### src/rtl/logic_unit_pipe.sv
// Two-stage pipelined bitwise logic unit with valid/ready flow control,
// result flags and a wrapping count of consumed results.
module logic_unit_pipe #(
    parameter int WIDTH = 16,
    parameter int CNT_W = 8
) (
    input  logic             clk,
    input  logic             rst,
    input  logic             in_valid,
    output logic             in_ready,
    input  logic [2:0]       in_op,
    input  logic [WIDTH-1:0] in_a,
    input  logic [WIDTH-1:0] in_b,
    output logic             out_valid,
    input  logic             out_ready,
    output logic [WIDTH-1:0] out_result,
    output logic             out_zero,
    output logic             out_ones,
    output logic             out_parity,
    output logic [CNT_W-1:0] op_count
);

    typedef struct packed {
        logic [2:0]       op;
        logic [WIDTH-1:0] a;
        logic [WIDTH-1:0] b;
    } s1_t;

    s1_t              s1;
    logic             s1_valid;
    logic             s1_en;
    logic             s2_en;
    logic [WIDTH-1:0] res;

    assign s2_en    = !out_valid || out_ready;
    assign s1_en    = !s1_valid || s2_en;
    assign in_ready = s1_en;

    // Operands only load with a real transfer so idle garbage never
    // reaches the datapath registers.
    always_ff @(posedge clk or posedge rst) begin
        if (rst) begin
            s1_valid <= 1'b0;
            s1       <= '0;
        end else if (s1_en) begin
            s1_valid <= in_valid;
            if (in_valid) begin
                s1.op <= in_op;
                s1.a  <= in_a;
                s1.b  <= in_b;
            end
        end
    end

    always_comb begin
        res = '0;
        unique case (s1.op)
            3'b000: res = ~(s1.a & s1.b);
            3'b001: res = s1.a & s1.b;
            3'b010: res = s1.a | s1.b;
            3'b011: res = ~(s1.a | s1.b);
            3'b100: res = s1.a ^ s1.b;
            3'b101: res = ~(s1.a ^ s1.b);
            3'b110: res = ~s1.a;
            3'b111: res = s1.b;
        endcase
    end

    // Result and flags update only when a valid op moves in; otherwise
    // they keep their last values.
    always_ff @(posedge clk or posedge rst) begin
        if (rst) begin
            out_valid  <= 1'b0;
            out_result <= '0;
            out_zero   <= 1'b1;
            out_ones   <= 1'b0;
            out_parity <= 1'b0;
        end else if (s2_en) begin
            out_valid <= s1_valid;
            if (s1_valid) begin
                out_result <= res;
                out_zero   <= (res == '0);
                out_ones   <= &res;
                out_parity <= ^res;
            end
        end
    end

    always_ff @(posedge clk or posedge rst) begin
        if (rst) begin
            op_count <= '0;
        end else if (out_valid && out_ready) begin
            op_count <= op_count + 1'b1;
        end
    end

endmodule

### config.mk
export PLATFORM = sky130hd
export DESIGN_NAME = logic_unit_pipe
export DESIGN_NICKNAME = d
export VERILOG_FILES = /design/src/rtl/logic_unit_pipe.sv
export SDC_FILE = /design/constraint.sdc
export NUM_CORES = 1
export LEC_CHECK = 0
export ABC_CLOCK_PERIOD_IN_PS = 2600
export BUFFER_PORTS_ARGS = -buffer_cell sky130_fd_sc_hd__buf_2
export CORE_ASPECT_RATIO = 0.7
export CORE_UTILIZATION = 25
export DETAILED_ROUTE_END_ITERATION = 7
export PLACE_DENSITY = 0.39
export SETUP_SLACK_MARGIN = 0.3
export SKIP_CTS_REPAIR_TIMING = 1
export SLEW_MARGIN = 5
export SYNTH_ARGS = -nofsm -noshare
export SYNTH_HDL_FRONTEND = slang
export SYNTH_SLANG_ARGS = --single-unit
### constraint.sdc
create_clock -name clk -period 2.6 [get_ports clk]
set_input_delay 0.52 -clock clk [delete_from_list [all_inputs] [get_ports clk]]
set_output_delay 0.52 -clock clk [all_outputs]
set_load 0.005 [all_outputs]
==> results.yml, run 1 <==
status:
  status: "completed"
drt:
  wire_per_inst_um: 14.9
  ant_nets: 0
  routed_wl_um: 11700
  num_vias: 3449
  via_per_inst: 4.37
  drtIter0Drc: 119
  drc: 0
  dr.pass1.iters: 4
cells_and_area:
  fillers: 1784
  fin_nets: 639
  drive_gt1_share_pct: 45.9
  multiInputGateArea_sq_um: 2870
  register_area_sq_um: 1610
  n_antenna_cell: 0
  final_common_cell: "buf_2"
  syn2layout_area_growth_pct: 38.5
  final_cell_mix: "67 x buf_2, 59 x dfrtp_1, 51 x buf_4"
floorplanning:
  start_util_pct: 25.8
  die-height_um: 114
  row_count: 40
  coreArea_sq_um: 17300
  die_area_sq_um: 18400
  io-pin-count: 68
  die_w_um: 162
power_and_ir_drop:
  power_density_nw_per_um2: 842
  total_power_w: 0.00521
  irDropWorstVdd_uv: 322
  p_leak_nw: 2.88
clock_network:
  htreeDepth: 3
  cts_sinks: 64
  clk_pin_slew_worst_paths_ns: 0.06
  clkLatencyLatePin_ns: 0.34
  cts_buffers: 9
  tritoncts: "yes"
  clock_path_buffers: 2
  cts-root-buf: "clkbuf_16"
place:
  io_buffers: 67
  gp_congestion: 0.793
  place_ws_ns: 0.00509
  place_hpwl_um: 8400
grt:
  grt-ovfl-total: 0
  antenna_found_initial: 0
  grt_use_total_pct: 12.7
  grt_max_degree: 39
  grt_pass1_wl_um: 18000
  grt_pass1_vias: 3425
critical_path:
  path_max_fanout: 7
  end_kind: "register"
  arrival_ns: 2.69
  crit_top_cell: "xnor2_1"
  slowest_stage: "dfrtp_2"
  r2r_cells: 11
  required_ns: 2.82
  crit_type: "register to register"
  crit_buf_inv: 2
  cpPeakStageDelay_ns: 0.46
  cp_num_cells: 11
  cp-start-kind: "register"
  path_cells: "buf_12 -> buf_4 -> and2b_1 -> o32ai_2 -> a221oi_2 -> nor2_1 -> ha_1 -> xnor2_2 -> xnor2_1 -> xnor2_1 -> o21ai_1"
  crit_family: "XOR/XNOR gates"
sta:
  tightest_slew_ns: 0.539
  rsz0062_at_grt: "true"
  finalCritPeriodShare_pct: 95.3
  min_period_ns: 2.48
  fmax_mhz: 403
  setup_viol: 0
  hold_viol: 0
  maxSlewViolCount: 0
  skew_ns: 0.00930
  tns_ns: 0
  max_slew_margin_pct: 64.0
  layout_setup_ws_ns: 0.121
logic_synthesis:
  synth.top_cell.area_share_pct: 35.3
  yosysTopAreaCell: "dfrtp_1"
  syn_avg_cell_area_sq_um: 10.3
  ys_types: 54
  yosys-top-cells-area: "dfrtp_1 35%, ha_1 13%, mux2_2 12%"
  ys_seq_elements: 64
  yosysWarnings: 0
  netlist_area_sq_um: 4470
  ys_seq_area_share_pct: 35.9
  syn_inst: 433
  synthesis.nets: 519
min_path:
  holdCritPathClass: "input port to asynchronous set/reset pin"
job:
  drv_cap: 0
-- synth_stat cells, drive strengths merged --
cell and number:
a31oi 6, a311oi 4, buf 20, nand4 3
dfrtp 63, mux2 51, a21o 1, ha 47
and3 3, o31ai 3, nor2 15, a211oi 5
nand2b 19, a22o 2, nor3b 1, xnor2 18
or2b 8, and2b 1, mux2i 13, nand2 23
or2 1, nand3b 5, a2111oi 2, xor2 3
nand3 6, a32oi 4, a21boi 1, a221oi 2
nor2b 8, clkbuf 2, o32ai 2, nor3 2
and2 2, o21ai 13, a211o 1, o311ai 1
dfstp 1, o22ai 4, inv 47, a21oi 19
o22a 1
-- power breakdown --
part / switching [W] / total, W / internal, W
clock network: 0.000455 / 0.00120 / 0.000742
registers: 0.000201 / 0.00145 / 0.00125
logic: 0.00117 / 0.00256 / 0.00139
-- final cells by class --
type	instances	area share [%]
clock buffers	11	3.76
clock inverters	5	0.929
inverters	47	2.95
multi-input cells	300	46.3
flip-flops and latches	64	26.0
well taps	231	4.67
repair buffers	131	15.4
-- registers in the layout (all words and copies together), names as in the netlist --
signal / cells
op_count: 8
out_ones: 1
out_parity: 1
out_result: 16
out_valid: 1
out_zero: 1
s1: 35
s1_valid: 1
-- worst paths after layout --
| path | slack, ns | endpoint | startpoint |
|---|---|---|---|
| setup / recovery | 0.12 | out_parity | s1[33] |
| hold / removal | 0.22 | out_valid | rst |
| setup reg to reg | 0.12 | out_parity | s1[33] |
| hold reg to reg | 0.48 | op_count[7] | op_count[7] |
| max in group asynchronous | 1.70 | out_zero | rst |
| min in group clk | 0.40 | s1_valid | in_valid |
-- worst reg2reg max path: stages, from the launching register on --
cell	delay, ns
dfrtp_2	0.46
buf_12	0.16
buf_4	0.16
and2b_1	0.17
o32ai_2	0.27
a221oi_2	0.12
nor2_1	0.20
ha_1	0.30
xnor2_2	0.14
xnor2_1	0.18
xnor2_1	0.15
o21ai_1	0.07
-- per-layer routing --
layer	wire, um	global-route usage (%)	up-vias
met2	5300	20.1	43
met1	5940	16.9	1666
met4	108	4.09	0
li1	-	-	1732
met3	391	3.38	8
met5	0	0	-
-- kinds of logic after synthesis --
| family | Yosys count | synth area share (%) |
|---|---|---|
| AO/OA/AOI/OAI | 71 | 11.8 |
| XOR/XNOR | 21 | 4.12 |
| adder cells (fa/ha/maj) | 47 | 13.2 |
| buffers and inverters | 69 | 7.25 |
| flip-flops | 64 | 35.9 |
| multiplexers | 64 | 15.8 |
| AND/OR/NAND/NOR | 97 | 12.0 |
-- stage by stage --
step	util, %	std cells	area, sq um	hold slack [ns]
4_1_cts	32.2	763	5580	0.236
6_report	35.8	789	6190	0.223
3_3_place_gp	30.6	747	5290	0.458
2_1_floorplan	-	433	4480	0.457
3_5_place_dp	30.6	747	5290	0.462
5_1_grt	35.8	789	6190	0.246
(Power assumes the default switching activity.)
==> run 2: changes to the inputs <==
--- a/config.mk
+++ b/config.mk
@@ -6,11 +6,12 @@
 export NUM_CORES = 1
 export LEC_CHECK = 0
 export ABC_CLOCK_PERIOD_IN_PS = 2600
-export BUFFER_PORTS_ARGS = -buffer_cell sky130_fd_sc_hd__buf_2
+export BUFFER_PORTS_ARGS = -buffer_cell sky130_fd_sc_hd__buf_4
 export CORE_ASPECT_RATIO = 0.7
 export CORE_UTILIZATION = 25
 export DETAILED_ROUTE_END_ITERATION = 7
 export PLACE_DENSITY = 0.39
+export REMOVE_ABC_BUFFERS = 1
 export SETUP_SLACK_MARGIN = 0.3
 export SKIP_CTS_REPAIR_TIMING = 1
 export SLEW_MARGIN = 5
==> results.yml, run 2 (synthesized netlist as in run 1, its figures left out) <==
cells_and_area:
  fillers: 1757
  final_common_cell: "buf_4"
  syn2layout_area_growth_pct: 41.0
  largestRegisters: "s1: 35 flops, out_result: 16 flops, op_count: 8 flops"
  final_cell_mix: "111 x buf_4, 59 x dfrtp_1, 49 x mux2_2"
  drive_gt1_share_pct: 44.1
  regMostFlops: "s1"
  n_antenna_cell: 0
  fin_nets: 636
  largest_register_ff_count: 35
critical_path:
  end_kind: "register"
  crit_buf_inv: 3
  cp-start-kind: "register"
  path_cells: "buf_4 -> clkbuf_16 -> nor2b_1 -> o22a_1 -> o22ai_2 -> a21boi_4 -> inv_1 -> ha_4 -> xnor2_2 -> xnor2_1 -> xnor2_1 -> o21ai_1"
  cpPeakStageDelay_ns: 0.46
  required_ns: 2.82
  path_max_fanout: 7
  r2r_end: "out_parity"
  crit_type: "register to register"
  r2r_cells: 12
  slowest_stage: "dfrtp_2"
  r2r-start: "s1[34]"
  arrival_ns: 2.66
  regToRegSetupSlack_ns: 0.16
  crit_family: "compound AO/OA/AOI/OAI gates"
  crit_top_cell: "xnor2_1"
drt:
  num_vias: 3469
  ant_nets: 0
  wire_per_inst_um: 15.3
  dr.pass1.iters: 4
  via_per_inst: 4.41
  drtIter0Drc: 118
  routed_wl_um: 12000
  drc: 0
power_and_ir_drop:
  p_int_w: 0.00352
  irDropWorstVdd_uv: 393
  comb_power_share_pct: 47.8
  p_seq_share_pct: 27.4
  switching_power_w: 0.00179
  p_clk_share_pct: 24.8
  total_power_w: 0.00532
  power_switching_share_pct: 33.7
  power_density_nw_per_um2: 844
  p_leak_nw: 2.93
clock_network:
  clk_pin_slew_worst_paths_ns: 0.06
  clkLatencyLatePin_ns: 0.34
  cts-root-buf: "clkbuf_16"
  cts_buffers: 9
  htreeDepth: 3
  cts_sinks: 64
  clock_path_buffers: 2
  tritoncts: "yes"
sta:
  tns_ns: 0
  fmax_mhz: 410
  layout_setup_ws_ns: 0.162
  setup_viol: 0
  tightest_slew_ns: 0.561
  min_period_ns: 2.44
  rsz0062_at_grt: "true"
  maxSlewViolCount: 0
  hold_viol: 0
  skew_ns: 0.00625
  finalCritPeriodShare_pct: 93.8
  max_slew_margin_pct: 62.6
floorplanning:
  row_count: 40
  die_area_sq_um: 18400
  io-pin-count: 68
  die-height_um: 114
  coreArea_sq_um: 17300
  start_util_pct: 25.8
  die_w_um: 162
grt:
  grt_pass1_vias: 3299
  grt_pass1_wl_um: 18000
  grt_use_total_pct: 12.7
  grt-ovfl-total: 0
  grt_max_degree: 36
  antenna_found_initial: 0
place:
  gp_congestion: 0.782
  place_hpwl_um: 8520
  io_buffers: 67
  place_ws_ns: 0.0814
min_path:
  holdCritPathClass: "input port to asynchronous set/reset pin"
job:
  drv_cap: 0
status:
  status: "completed"
==> run 2: layout make-up <==
| cell class | instances | area, sq um | share of cell area [%] |
|---|---|---|---|
| clock buffer | 9 | 225 | 3.57 |
| clock inverter | 7 | 95.1 | 1.51 |
| inverter | 47 | 179 | 2.84 |
| multi-input combinational | 300 | 2760 | 43.9 |
| sequential | 64 | 1610 | 25.5 |
| tap | 231 | 289 | 4.59 |
| timing repair buffer | 128 | 1140 | 18.1 |
==> run 2: worst max-delay path by stage <==
stage                      start         end  slack, ns  cells after the start
after global placement    s1[33]  out_parity       0.12                     10
after global routing      s1[34]  out_parity       0.07                     12
after detailed placement  s1[34]  out_parity       0.08                     12
after CTS                 s1[34]  out_parity       0.06                     12
after floorplan           s1[33]  out_parity      -0.59                     10
final                     s1[34]  out_parity       0.16                     12
==> run 2: metrics by stage <==
step	cell area [sq um]	hold WS, ns	util (%)	std cells
floorplan	4320	0.457	-	411
global placement	5510	0.464	31.8	749
detailed placement	5510	0.472	31.8	749
CTS	5830	0.255	33.6	765
global route	6300	0.277	36.4	786
finish	6300	0.241	36.4	786
==> run 2: power groups by stage <==
stage / clock network, W / registers (W) / logic (W)
2_1_floorplan: 0 / 0.00152 / 0.00124
3_3_place_gp: 0 / 0.00148 / 0.00216
3_5_place_dp: 0 / 0.00149 / 0.00218
4_1_cts: 0.00136 / 0.00147 / 0.00220
5_1_grt: 0.00141 / 0.00150 / 0.00280
6_report: 0.00132 / 0.00146 / 0.00254
==> run 2: metal layers <==
metal	track usage, %	vias up	share of wire, %
met4	3.02	0	0.61
li1	-	1720	-
met2	18.4	72	42
met3	3.02	6	4.3
met5	0	-	0
met1	18.6	1671	53
==> run 3: changes to the inputs <==
--- a/config.mk
+++ b/config.mk
@@ -5,6 +5,7 @@
 export SDC_FILE = /design/constraint.sdc
 export NUM_CORES = 1
 export LEC_CHECK = 0
+export ABC_AREA = 1
 export ABC_CLOCK_PERIOD_IN_PS = 2600
 export BUFFER_PORTS_ARGS = -buffer_cell sky130_fd_sc_hd__buf_4
 export CORE_ASPECT_RATIO = 0.7
==> results.yml, run 3 <==
status:
  status: "completed"
clock_network:
  cts-root-buf: "clkbuf_16"
  clk_pin_slew_worst_paths_ns: 0.06
  cts_sinks: 64
  clock_path_buffers: 2
  htreeDepth: 3
  clkLatencyLatePin_ns: 0.34
  tritoncts: "yes"
  cts_buffers: 9
cells_and_area:
  fin_nets: 770
  regMostFlops: "s1"
  drive_gt1_share_pct: 30.3
  largest_register_ff_count: 35
  multiInputGateArea_sq_um: 2640
  largestRegisters: "s1: 35 flops, out_result: 16 flops, op_count: 8 flops"
  final_common_cell: "nand2_1"
  register_area_sq_um: 1610
  syn2layout_area_growth_pct: 42.2
  final_cell_mix: "105 x nand2_1, 103 x buf_4, 82 x nor2_1"
  instances_no_fill: 920
  n_antenna_cell: 0
  fillers: 1815
drt:
  ant_nets: 0
  dr.pass1.iters: 4
  routed_wl_um: 13400
  drtIter0Drc: 246
  drc: 0
  wire_per_inst_um: 14.6
  num_vias: 4053
  via_per_inst: 4.41
grt:
  grt_pass1_wl_um: 21200
  grt_max_degree: 46
  grt_use_total_pct: 15.2
  grt_pass1_vias: 3927
  grt-ovfl-total: 0
  antenna_found_initial: 0
critical_path:
  crit_top_cell: "nand2_1"
  regToRegSetupSlack_ns: 0.28
  cp_num_cells: 15
  r2r_cells: 15
  path_cells: "buf_6 -> nor2_4 -> buf_12 -> buf_12 -> nand3_1 -> o21ai_1 -> nor2_1 -> nand2_1 -> nand2_4 -> ha_4 -> xnor2_2 -> xnor2_1 -> xnor2_1 -> nand2_1 -> nand2_1"
  cp-start-kind: "register"
  required_ns: 2.88
  r2r_end: "out_parity"
  arrival_ns: 2.60
  path_max_fanout: 8
  crit_type: "register to register"
  crit_buf_inv: 3
  cpPeakStageDelay_ns: 0.47
  r2r-start: "s1[34]"
  crit_family: "simple AND/OR/NAND/NOR gates"
  end_kind: "register"
  slowest_stage: "dfrtp_2"
floorplanning:
  coreArea_sq_um: 17100
  start_util_pct: 25.5
  die-height_um: 113
  io-pin-count: 68
  row_count: 40
  die_w_um: 160
  die_area_sq_um: 18000
sta:
  maxSlewViolCount: 0
  setup_viol: 0
  max_slew_margin_pct: 64.6
  tightest_slew_ns: 0.530
  finalCritPeriodShare_pct: 89.1
  hold_viol: 0
  rsz0062_at_grt: "true"
  holdWs_ns: 0.216
  fmax_mhz: 432
  tns_ns: 0
  min_period_ns: 2.32
  skew_ns: 0.00865
logic_synthesis:
  netlist_area_sq_um: 4370
  yosysTopAreaCell: "dfrtp_1"
  yosys-top-cells-area: "dfrtp_1 36%, ha_1 13%, nand2_1 9.6%"
  syn_inst: 573
  synth_flop_cell: "dfrtp_1"
  ys_seq_area_share_pct: 36.7
  syn_avg_cell_area_sq_um: 7.63
  synth.top_cell.area_share_pct: 36.1
  ys_types: 35
  yosysWarnings: 0
  yosysMostFrequentCell: "nand2_1"
  synth_edf_count: 0
  ys_async_sr_fraction_pct: 100
  ys_seq_elements: 64
  synth.top_cells.by_count: "112 x nand2_1, 83 x nor2_1, 73 x inv_1"
min_path:
  holdCritPathClass: "input port to asynchronous set/reset pin"
place:
  io_buffers: 67
  dp_cells: 873
  place_hpwl_um: 9530
  gp_congestion: 0.807
power_and_ir_drop:
  p_leak_nw: 3.16
  power_density_nw_per_um2: 867
  irDropWorstVdd_uv: 309
job:
  drv_cap: 0
run 3: cell count changes after synthesis, moves of 13 or more:
cell / delta
nand3_1: +28
mux2_2: -49
mux2i_1: -13
nand2_1: +89
a21oi_1: +21
inv_1: +27
nand2b_1: -19
nor2_1: +69
run 3: layout make-up:
type                    instances  share of cell area (%)
well taps                     231                    4.65
multi-input cells             410                    42.4
clock inverters                 7                    1.67
clock buffers                   9                    3.62
flip-flops and latches         64                    25.8
inverters                      79                    5.35
repair buffers                119                    16.4
repair inverters                1                   0.101
run 3: power breakdown:
part / switching, W / internal (W) / leakage, nW / total (W)
combinational: 0.00133 / 0.00127 / 2.25 / 0.00260
clock: 0.000500 / 0.000851 / 0.161 / 0.00135
sequential: 0.000194 / 0.00125 / 0.744 / 0.00145
total: 0.00202 / 0.00337 / 3.16 / 0.00539
run 3: logic make-up (layout without fill, tap and decap cells):
kind of cell	count (synthesis)	in the layout	synth area share (%)
AO/OA/AOI/OAI	82	82	10.6
XOR/XNOR	13	13	2.60
adder cells (fa/ha/maj)	47	47	13.4
buffers and inverters	101	215	10.1
flip-flops	64	64	36.7
AND/OR/NAND/NOR	266	268	26.7
run 3: through the flow:
step                util, %  cell area (sq um)  worst slack [ns]  total power (W)
detailed placement     30.6               5230           -0.0396          0.00356
CTS                    32.5               5560           -0.0179          0.00494
finish                 36.3               6220             0.284          0.00539
global route           36.3               6220             0.149          0.00581
floorplan                 -               4230           -0.0138          0.00270
global placement       30.6               5230           0.00545          0.00354
run 3: how the worst max path moves through the flow:
stage                 end  slack [ns]   start
6_report       out_parity        0.28  s1[34]
3_5_place_dp   out_parity       -0.04  s1[34]
5_1_grt        out_parity        0.15  s1[32]
2_1_floorplan  out_parity       -0.01  s1[32]
4_1_cts        out_parity       -0.02  s1[34]
3_3_place_gp   out_parity       0.005  s1[34]
run 3: layer usage:
layer | track usage [%] | routed length, um
met1 | 23.0 | 7220
met2 | 21.0 | 5540
met3 | 3.70 | 608
met4 | 4.13 | 63
met5 | 0 | 0
